### config.mk
export PLATFORM = sky130hd
export DESIGN_NAME = ahb_resp_mux
export DESIGN_NICKNAME = d
export VERILOG_FILES = /design/src/rtl/soc_ahb_pkg.sv /design/src/rtl/ahb_default_slave.sv /design/src/rtl/ahb_resp_mux.sv
export SDC_FILE = /design/constraint.sdc
export NUM_CORES = 1
export LEC_CHECK = 0
export CORE_MARGIN = 4
export CORE_UTILIZATION = 49
export DETAILED_ROUTE_END_ITERATION = 10
export DONT_BUFFER_PORTS = 1
export GPL_ROUTABILITY_DRIVEN = 0
export SLEW_MARGIN = 5
export SYNTH_ARGS = -nofsm -noshare
export SYNTH_HDL_FRONTEND = slang
export SYNTH_SLANG_ARGS = --single-unit
export TNS_END_PERCENT = 20
### constraint.sdc
create_clock -name HCLK -period 3.1 [get_ports HCLK]
set_input_delay 0.155 -clock HCLK [delete_from_list [all_inputs] [get_ports HCLK]]
set_output_delay 0.155 -clock HCLK [all_outputs]
set_load 0.01 [all_outputs]
### src/rtl/soc_ahb_pkg.sv
// Shared AHB encodings for the SoC fabric: transfer types, response codes,
// default-slave states and error-cause codes.
package soc_ahb_pkg;

  typedef enum logic [1:0] {
    HTRANS_IDLE   = 2'b00,
    HTRANS_BUSY   = 2'b01,
    HTRANS_NONSEQ = 2'b10,
    HTRANS_SEQ    = 2'b11
  } htrans_e;

  localparam logic HRESP_OKAY  = 1'b0;
  localparam logic HRESP_ERROR = 1'b1;

  typedef enum logic [1:0] {
    DS_IDLE = 2'b00,
    DS_ERR1 = 2'b01,
    DS_ERR2 = 2'b10
  } ds_state_e;

  localparam logic ERR_CAUSE_UNMAPPED = 1'b0;
  localparam logic ERR_CAUSE_TIMEOUT  = 1'b1;

endpackage

### src/rtl/ahb_default_slave.sv
// Default slave: emits the two-cycle AHB ERROR response after a start pulse.
// Latency: ERR1 the cycle after start, ERR2 the one after; start in ERR2 chains into ERR1.
// Backpressure: drives HREADY low only in ERR1; ignores bus HREADY.
module ahb_default_slave
  import soc_ahb_pkg::*;
(
  input  logic HCLK,
  input  logic HRESETn,
  input  logic start,
  output logic ds_hready,
  output logic ds_hresp,
  output logic busy
);

  ds_state_e state_q, state_d;

  always_ff @(posedge HCLK or negedge HRESETn) begin
    if (!HRESETn) begin
      state_q <= DS_IDLE;
    end else begin
      state_q <= state_d;
    end
  end

  always_comb begin
    state_d   = state_q;
    ds_hready = 1'b1;
    ds_hresp  = HRESP_OKAY;
    busy      = 1'b0;
    case (state_q)
      DS_IDLE: begin
        if (start) state_d = DS_ERR1;
      end
      DS_ERR1: begin
        ds_hready = 1'b0;
        ds_hresp  = HRESP_ERROR;
        busy      = 1'b1;
        state_d   = DS_ERR2;
      end
      DS_ERR2: begin
        ds_hresp = HRESP_ERROR;
        busy     = 1'b1;
        state_d  = start ? DS_ERR1 : DS_IDLE;
      end
      default: state_d = DS_IDLE;
    endcase
  end

endmodule

### src/rtl/ahb_resp_mux.sv
// AHB slave response mux with default slave, wait-state watchdog and error capture.
// Latency: zero added on the data phase (slave signals pass combinationally).
// Backpressure: selected slave's HREADYOUT drives HREADY; watchdog forces ERROR on long stalls.
module ahb_resp_mux
  import soc_ahb_pkg::*;
#(
  parameter int NSLV           = 4,
  parameter int DATA_WIDTH     = 32,
  parameter int TIMEOUT_CYCLES = 256
) (
  input  logic                       HCLK,
  input  logic                       HRESETn,
  input  logic [31:0]                HADDR,
  input  logic [1:0]                 HTRANS,
  input  logic [NSLV-1:0]            slv_sel,
  input  logic [NSLV*DATA_WIDTH-1:0] slv_hrdata,
  input  logic [NSLV-1:0]            slv_hreadyout,
  input  logic [NSLV-1:0]            slv_hresp,
  output logic [DATA_WIDTH-1:0]      HRDATA,
  output logic                       HREADY,
  output logic                       HRESP,
  output logic                       err_valid,
  output logic                       err_cause,
  output logic [31:0]                err_addr,
  input  logic                       err_clr
);

  localparam int CW = (TIMEOUT_CYCLES > 2) ? $clog2(TIMEOUT_CYCLES) : 1;
  // Counter stops at the timeout threshold; with the watchdog disabled it just saturates.
  localparam logic [CW-1:0] CNT_SAT = (TIMEOUT_CYCLES > 0) ? CW'(TIMEOUT_CYCLES - 1) : '1;

  logic [NSLV-1:0]       dsel_q;
  logic [31:0]           haddr_q;
  logic [CW-1:0]         wait_cnt_q;

  logic [DATA_WIDTH-1:0] sel_rdata;
  logic                  sel_rdy;
  logic                  sel_resp;
  logic                  sel_onehot;
  logic                  xfer_vld;
  logic                  accept;
  logic                  unmapped_start;
  logic                  stall;
  logic                  timeout;
  logic                  ds_start;
  logic                  ds_hready;
  logic                  ds_hresp;
  logic                  ds_busy;
  htrans_e               htrans;

  assign htrans     = htrans_e'(HTRANS);
  assign xfer_vld   = (htrans == HTRANS_NONSEQ) || (htrans == HTRANS_SEQ);
  assign sel_onehot = (slv_sel != '0) && ((slv_sel & (slv_sel - NSLV'(1))) == '0);

  // dsel_q is only ever loaded one-hot, so an AND-OR mux is exact.
  always_comb begin
    sel_rdata = '0;
    sel_rdy   = 1'b0;
    sel_resp  = 1'b0;
    for (int i = 0; i < NSLV; i++) begin
      if (dsel_q[i]) begin
        sel_rdata = sel_rdata | slv_hrdata[i*DATA_WIDTH +: DATA_WIDTH];
        sel_rdy   = sel_rdy | slv_hreadyout[i];
        sel_resp  = sel_resp | slv_hresp[i];
      end
    end
  end

  always_comb begin
    HRDATA = '0;
    HREADY = 1'b1;
    HRESP  = HRESP_OKAY;
    if (ds_busy) begin
      HREADY = ds_hready;
      HRESP  = ds_hresp;
    end else if (dsel_q != '0) begin
      HRDATA = sel_rdata;
      HREADY = sel_rdy;
      HRESP  = sel_resp;
    end
  end

  assign accept         = xfer_vld && HREADY;
  assign unmapped_start = accept && !sel_onehot;
  assign stall          = (dsel_q != '0) && !ds_busy && !sel_rdy;
  assign timeout        = (TIMEOUT_CYCLES != 0) && stall && (wait_cnt_q == CNT_SAT);
  assign ds_start       = unmapped_start || timeout;

  ahb_default_slave u_default_slave (
    .HCLK      (HCLK),
    .HRESETn   (HRESETn),
    .start     (ds_start),
    .ds_hready (ds_hready),
    .ds_hresp  (ds_hresp),
    .busy      (ds_busy)
  );

  always_ff @(posedge HCLK or negedge HRESETn) begin
    if (!HRESETn) begin
      dsel_q  <= '0;
      haddr_q <= '0;
    end else begin
      if (timeout) begin
        dsel_q <= '0;
      end else if (HREADY) begin
        dsel_q <= (accept && sel_onehot) ? slv_sel : '0;
      end
      if (accept) begin
        haddr_q <= HADDR;
      end
    end
  end

  always_ff @(posedge HCLK or negedge HRESETn) begin
    if (!HRESETn) begin
      wait_cnt_q <= '0;
    end else if (HREADY) begin
      wait_cnt_q <= '0;
    end else if (stall && (wait_cnt_q != CNT_SAT)) begin
      wait_cnt_q <= wait_cnt_q + CW'(1);
    end
  end

  // A new error on the clearing edge reloads the capture registers.
  always_ff @(posedge HCLK or negedge HRESETn) begin
    if (!HRESETn) begin
      err_valid <= 1'b0;
      err_cause <= ERR_CAUSE_UNMAPPED;
      err_addr  <= '0;
    end else if (ds_start && (!err_valid || err_clr)) begin
      err_valid <= 1'b1;
      err_cause <= timeout ? ERR_CAUSE_TIMEOUT : ERR_CAUSE_UNMAPPED;
      err_addr  <= timeout ? haddr_q : HADDR;
    end else if (err_clr) begin
      err_valid <= 1'b0;
      err_cause <= ERR_CAUSE_UNMAPPED;
      err_addr  <= '0;
    end
  end

endmodule

# Word-level counts from Yosys, hierarchy flattened
# Index checks and enable logic that the tools add are counted.
dict set report totals {
  ff_bits 80
  input_bits 177
  out_inout_bits 68
  wordCells 85
}
dict set report op_classes {
  addsub 2
  eq_ne 7
  mux 35
  bitwise 10
  n_reduce_logical 24
}
# operator count
set ops {}
lappend ops {{32-bit two-way mux} 9}
lappend ops {{32-bit bitwise OR} 3}
lappend ops {{1-bit two-way mux} 19}
lappend ops {{8-bit two-way mux} 2}
lappend ops {{4-bit two-way mux} 3}
lappend ops {{1-bit logical AND} 9}
lappend ops {{8-bit by 1-bit adder with 8-bit output (second input constant)} 1}
lappend ops {{8-bit == test (second input constant)} 1}
lappend ops {{8-bit != test (second input constant)} 1}
lappend ops {{4-bit nonzero test} 2}
lappend ops {{2-bit == test (second input constant)} 3}
lappend ops {{1-bit bitwise OR} 6}
lappend ops {{2-bit one-hot mux with 3 select lines} 1}
lappend ops {{2-bit nonzero test} 3}
lappend ops {{4-bit AND} 1}
lappend ops {{1-bit zero test} 4}
lappend ops {{4-bit zero test} 1}
lappend ops {{4-bit by 1-bit subtractor with 4-bit output (second input constant)} 1}
lappend ops {{1-bit logical OR} 3}
lappend ops {{2-bit by 1-bit == test with 1-bit output (second input constant)} 1}
lappend ops {{2-bit zero test} 1}
lappend ops {{2-bit two-way mux} 1}
lappend ops {{2-bit != test (second input constant)} 1}
lappend ops {{2-bit OR reduction} 1}

# Depth between registers and ports, before layout
dict set report depth {
  depth_word 14
  depth_mapped 9
  ltp_nobuf 7
}

# Modules after synthesis
# A second synthesis with hierarchy kept.
dict set report unflattened {
  hier_cells 395
  area_unflattened_um2 4383.0
}
# module n_inst cells_per_inst area_per_inst_um2 seq_area_each_um2
set modules_own_cells {}
lappend modules_own_cells {ahb_resp_mux 1 378 4211.5 1951.9}
lappend modules_own_cells {ahb_default_slave 1 17 171.4 50.0}

# Worst setup path after synthesis
# Ideal clock, no wire load.
dict set report synth_timing {
  path_kind {register -> register}
  from {register u_default_slave.state_q[0]}
  to {register err_addr[3]}
  setup_time_ns 0.137
  t_arrival_ns 2.140
  t_required_ns 2.963
  path_slack_ns 0.823
  path_stages_with_launch 10
  path_buffers 2
  synth_period_minus_slack_ns 2.277
  cell_sequence {dfrtp_1 inv_1 ha_1 a21boi_0 o41ai_4 or3b_1 buf_4 buf_6 o22ai_1 a21oi_1}
}
dict set report synth_between {
  elab_chain_len 10
  elab_cells_between_ends 17
  cone_classes {eq/ne (2); mux (5); reduce/logical (10)}
}
# item line
set synth_lines {}
lappend synth_lines {{start, declared} ahb_default_slave.sv:15} ;# ds_state_e state_q, state_d;
lappend synth_lines {{start signal, assigned} ahb_default_slave.sv:21} ;# state_q <= state_d;
lappend synth_lines {{2-bit by 1-bit == test with 1-bit output / 2-bit == test (equally long branches)} ahb_default_slave.sv:30} ;# case (state_q)
lappend synth_lines {{2-bit OR reduction (no line)} n/a}
lappend synth_lines {{1-bit two-way mux} ahb_default_slave.sv:30}
lappend synth_lines {{1-bit zero test} ahb_resp_mux.sv:85} ;# assign stall = (dsel_q != '0) && !ds_busy && !sel_rdy;
lappend synth_lines {{1-bit logical AND (2 in series)} ahb_resp_mux.sv:85}
lappend synth_lines {{1-bit logical AND} ahb_resp_mux.sv:86} ;# assign timeout = (TIMEOUT_CYCLES != 0) && stall && (wait_cnt_q == CNT_SAT);
lappend synth_lines {{1-bit logical OR} ahb_resp_mux.sv:87} ;# assign ds_start = unmapped_start || timeout;
lappend synth_lines {{1-bit logical AND} ahb_resp_mux.sv:130} ;# end else if (ds_start && (!err_valid || err_clr)) begin
lappend synth_lines {{32-bit two-way mux / 2-bit nonzero test (equally long branches)} n/a}
lappend synth_lines {{end signal, assigned} ahb_resp_mux.sv:133} ;# err_addr <= timeout ? haddr_q : HADDR;
lappend synth_lines {{end, declared} ahb_resp_mux.sv:24} ;# output logic [31:0] err_addr,
# Several ways; a longest one is shown, not always the timed one.
# A chain may end at the register's enable or synchronous reset.

# Worst setup path in the final report
dict set report layout_timing {
  from {register u_default_slave.state_q[0]}
  to {register err_addr[0]}
}
# The elaborated chain is that of the path after synthesis.

==> impl_results.md <==
* Clk sinks at 80
* Largest area contributor in the synthesized netlist: dfrtp_1
* Synthesized area at 0.00452 mm²
* Reg clk slew, reported paths at 0.08 ns
* Post-synthesis sequential area ratio at 44.3%
* Die area at 0.0108 mm²
* DIE HEIGHT at 104 µm
* First drt pass iteration count at 5
* Max-Cap Viols at 0
* Residual DRC at 0
* GRT Total Usage at 27.9%
* Num rows at 34
* Largest net degree at the start of global routing at 81
* Yosys reg bits at 80
* Initial Utilization at 51.1%
* Clk_skew at 0.0139 ns
* Worst-Skew Late Latency at 0.36 ns
* CTS tree: done
* Layout cell share with drive strength beyond 1 at 14.2%
* Post-CTS Setup Inserts at 0
* Num CTS Buffers at 9
* Worst slew pin tran at 0.587 ns
* Number of distinct library cells after synthesis at 40
* Hold slack at 0.0221 ns
* F_max at 0.384 GHz
* EDFF count, synth at 0
* Final hold violation count at 0
* RSZ-0062 raised after global routing: false
* IO Count at 245
* Initial antenna violation count at 2
* Number of DRC violations after detailed-routing iteration 0 at 403
* Maximum clock path buffer count at 2
* Main synth FF type: dfrtp_1
* Port Buf Inserts at 0
* Area Growth Syn to Fin at 13.7%
* Worst Hold Class: input pin to register
* Final setup viols at 0
* Post-Syn Area per Cell at 9.94 µm²
* Critical Path AT at 2.82 ns
* Vias in the first global route at 4,083
* YS warnings at 0
* Vias at 4,173
* Peak VDD IR at 458 µV
* Pins Over Slew Limit at 0
* Core ar. at 0.00885 mm²
* Area share of the largest cell type after synthesis at 44.3%
* Routed wire length at 15.5 mm
* PwrDens at 771 mW/mm²
* Critical path endpoint category: register
* Post-synth ARST share at 100%
* Top area cells in the synthesized netlist: dfrtp_1, a22oi_1, o22ai_1, mux2_2, a21oi_1
* Leakage at 1.94 nW
* Nets at 655
* Crit path max fanout at 28
* Sum Neg Setup Slack at 0 ns
* Rel. slew slack at 60.9%
* Clock root buffer: clkbuf_8
* Die Wd at 104 µm
* GRT overflow at 0
* CP required at 3.32 ns
* WS Path Type: register to register
* Final period util at 84.0%
* Vias per cell at 7.12
* Period minus WS final at 2.60 ns
* Hpwl dp at 10.6 mm
* H-tree Lvls at 3
* Post-Syn Nets at 637
* Remaining antenna violation count at 0
* Synth cell count leaders: dfrtp_1, a21oi_1, a22oi_1, o22ai_1
* Worst Setup Start Kind: register
* Synth Instances at 455
* Most frequent cell after synthesis: dfrtp_1
* Ant. Diodes at 0
* First-pass GRT wire length at 24.0 mm
* Status: finished clean
* Routed length per instance at 26.4 µm
[placed cells by master (no fill, tap or decap), types with 5 or more instances in the layout]
cell type,Yosys,routed
o22ai_1,64,64
xor2_1,6,6
dlygate4sd3_1,0,38
a22oi_1,64,64
ha_1,5,5
dfrtp_1,80,80
nand2_1,5,5
mux2_2,33,33
a21oi_1,65,65
nor2b_1,32,32
nand3_1,6,6
nor2_1,9,9
clkbuf_8,0,10
buf_4,1,12
[path summary, 6_finish.rpt]
kind,start,end,slack [ns],depth (start not counted)
min in group asynchronous,HRESETn,haddr_q[28],0.35,2
min reg2reg,haddr_q[14],haddr_q[14],0.51,1
max reg2reg,u_default_slave.state_q[0],err_addr[0],0.50,8
max,u_default_slave.state_q[0],err_addr[0],0.50,8
max in group asynchronous,HRESETn,u_default_slave.state_q[1],2.42,2
min,HADDR[30],err_addr[30],0.02,2
[timing repair]
action,in CTS,in global routing
setup endpoints to repair,0,0
endpoints found under the hold margin,117,0
gates resized for setup,0,0
hold buffers,39,0
[layer usage]
layer  GRT usage [%]  wire [µm]
met5               0         22
met4            8.45        409
met3            10.2       1450
met2            45.2       7530
met1            34.8       6080
[critical path, cell delays in order, from the launching register on]
cell and delay (ns):
dfrtp_1 0.38, inv_1 0.09, ha_1 0.39, a21boi_0 0.32
o41ai_4 0.17, or3b_1 0.52, buf_4 0.30, o22ai_1 0.20
a21oi_1 0.10
[final cells by class]
| type | instances | area (µm²) |
|---|---|---|
| Fill cell | 776 | 3710 |
| Multi-Input combinational cell | 326 | 2310 |
| Sequential cell | 80 | 2000 |
| Timing Repair Buffer | 51 | 498 |
| Clock buffer | 11 | 141 |
| Tap cell | 108 | 135 |
| Clock inverter | 5 | 38.8 |
| Inverter | 5 | 18.8 |
[per-stage QoR]
step	utilization, %	setup WS [ns]	total power, mW	instances	cell area (µm²)
2_1_floorplan	-	0.823	2.88	455	4520
3_3_place_gp	51.5	0.557	3.12	531	4550
3_5_place_dp	51.5	0.497	3.19	531	4550
4_1_cts	58.1	0.495	3.98	586	5140
5_1_grt	58.1	0.272	4.23	586	5140
6_report	58.1	0.495	3.96	586	5140
[state kept, by name, indices dropped and copies added (netlist names)]
name,count
dsel_q,4
err_addr,32
err_cause,1
haddr_q,32
u_default_slave.state_q,2
err_valid,1
wait_cnt_q,8
[where the power goes]
group	switching [mW]	leakage [nW]	internal [mW]
sequential	0.367	0.998	1.45
clock	0.393	0.0903	0.319
combinational	0.788	0.853	0.644
[cells by family (layout without fill, tap and decap cells)]
kind of cell / after synthesis / in the layout / synth area share, %
xor+xnor: 7 / 7 / 1.36
flops: 80 / 80 / 44.3
fa+ha+maj: 5 / 5 / 1.38
mux: 33 / 33 / 8.22
simple gates: 72 / 72 / 9.71
buf+inv: 49 / 72 / 4.84
compound gates: 209 / 209 / 30.2
Note: power is estimated with default switching activity, not from simulation.
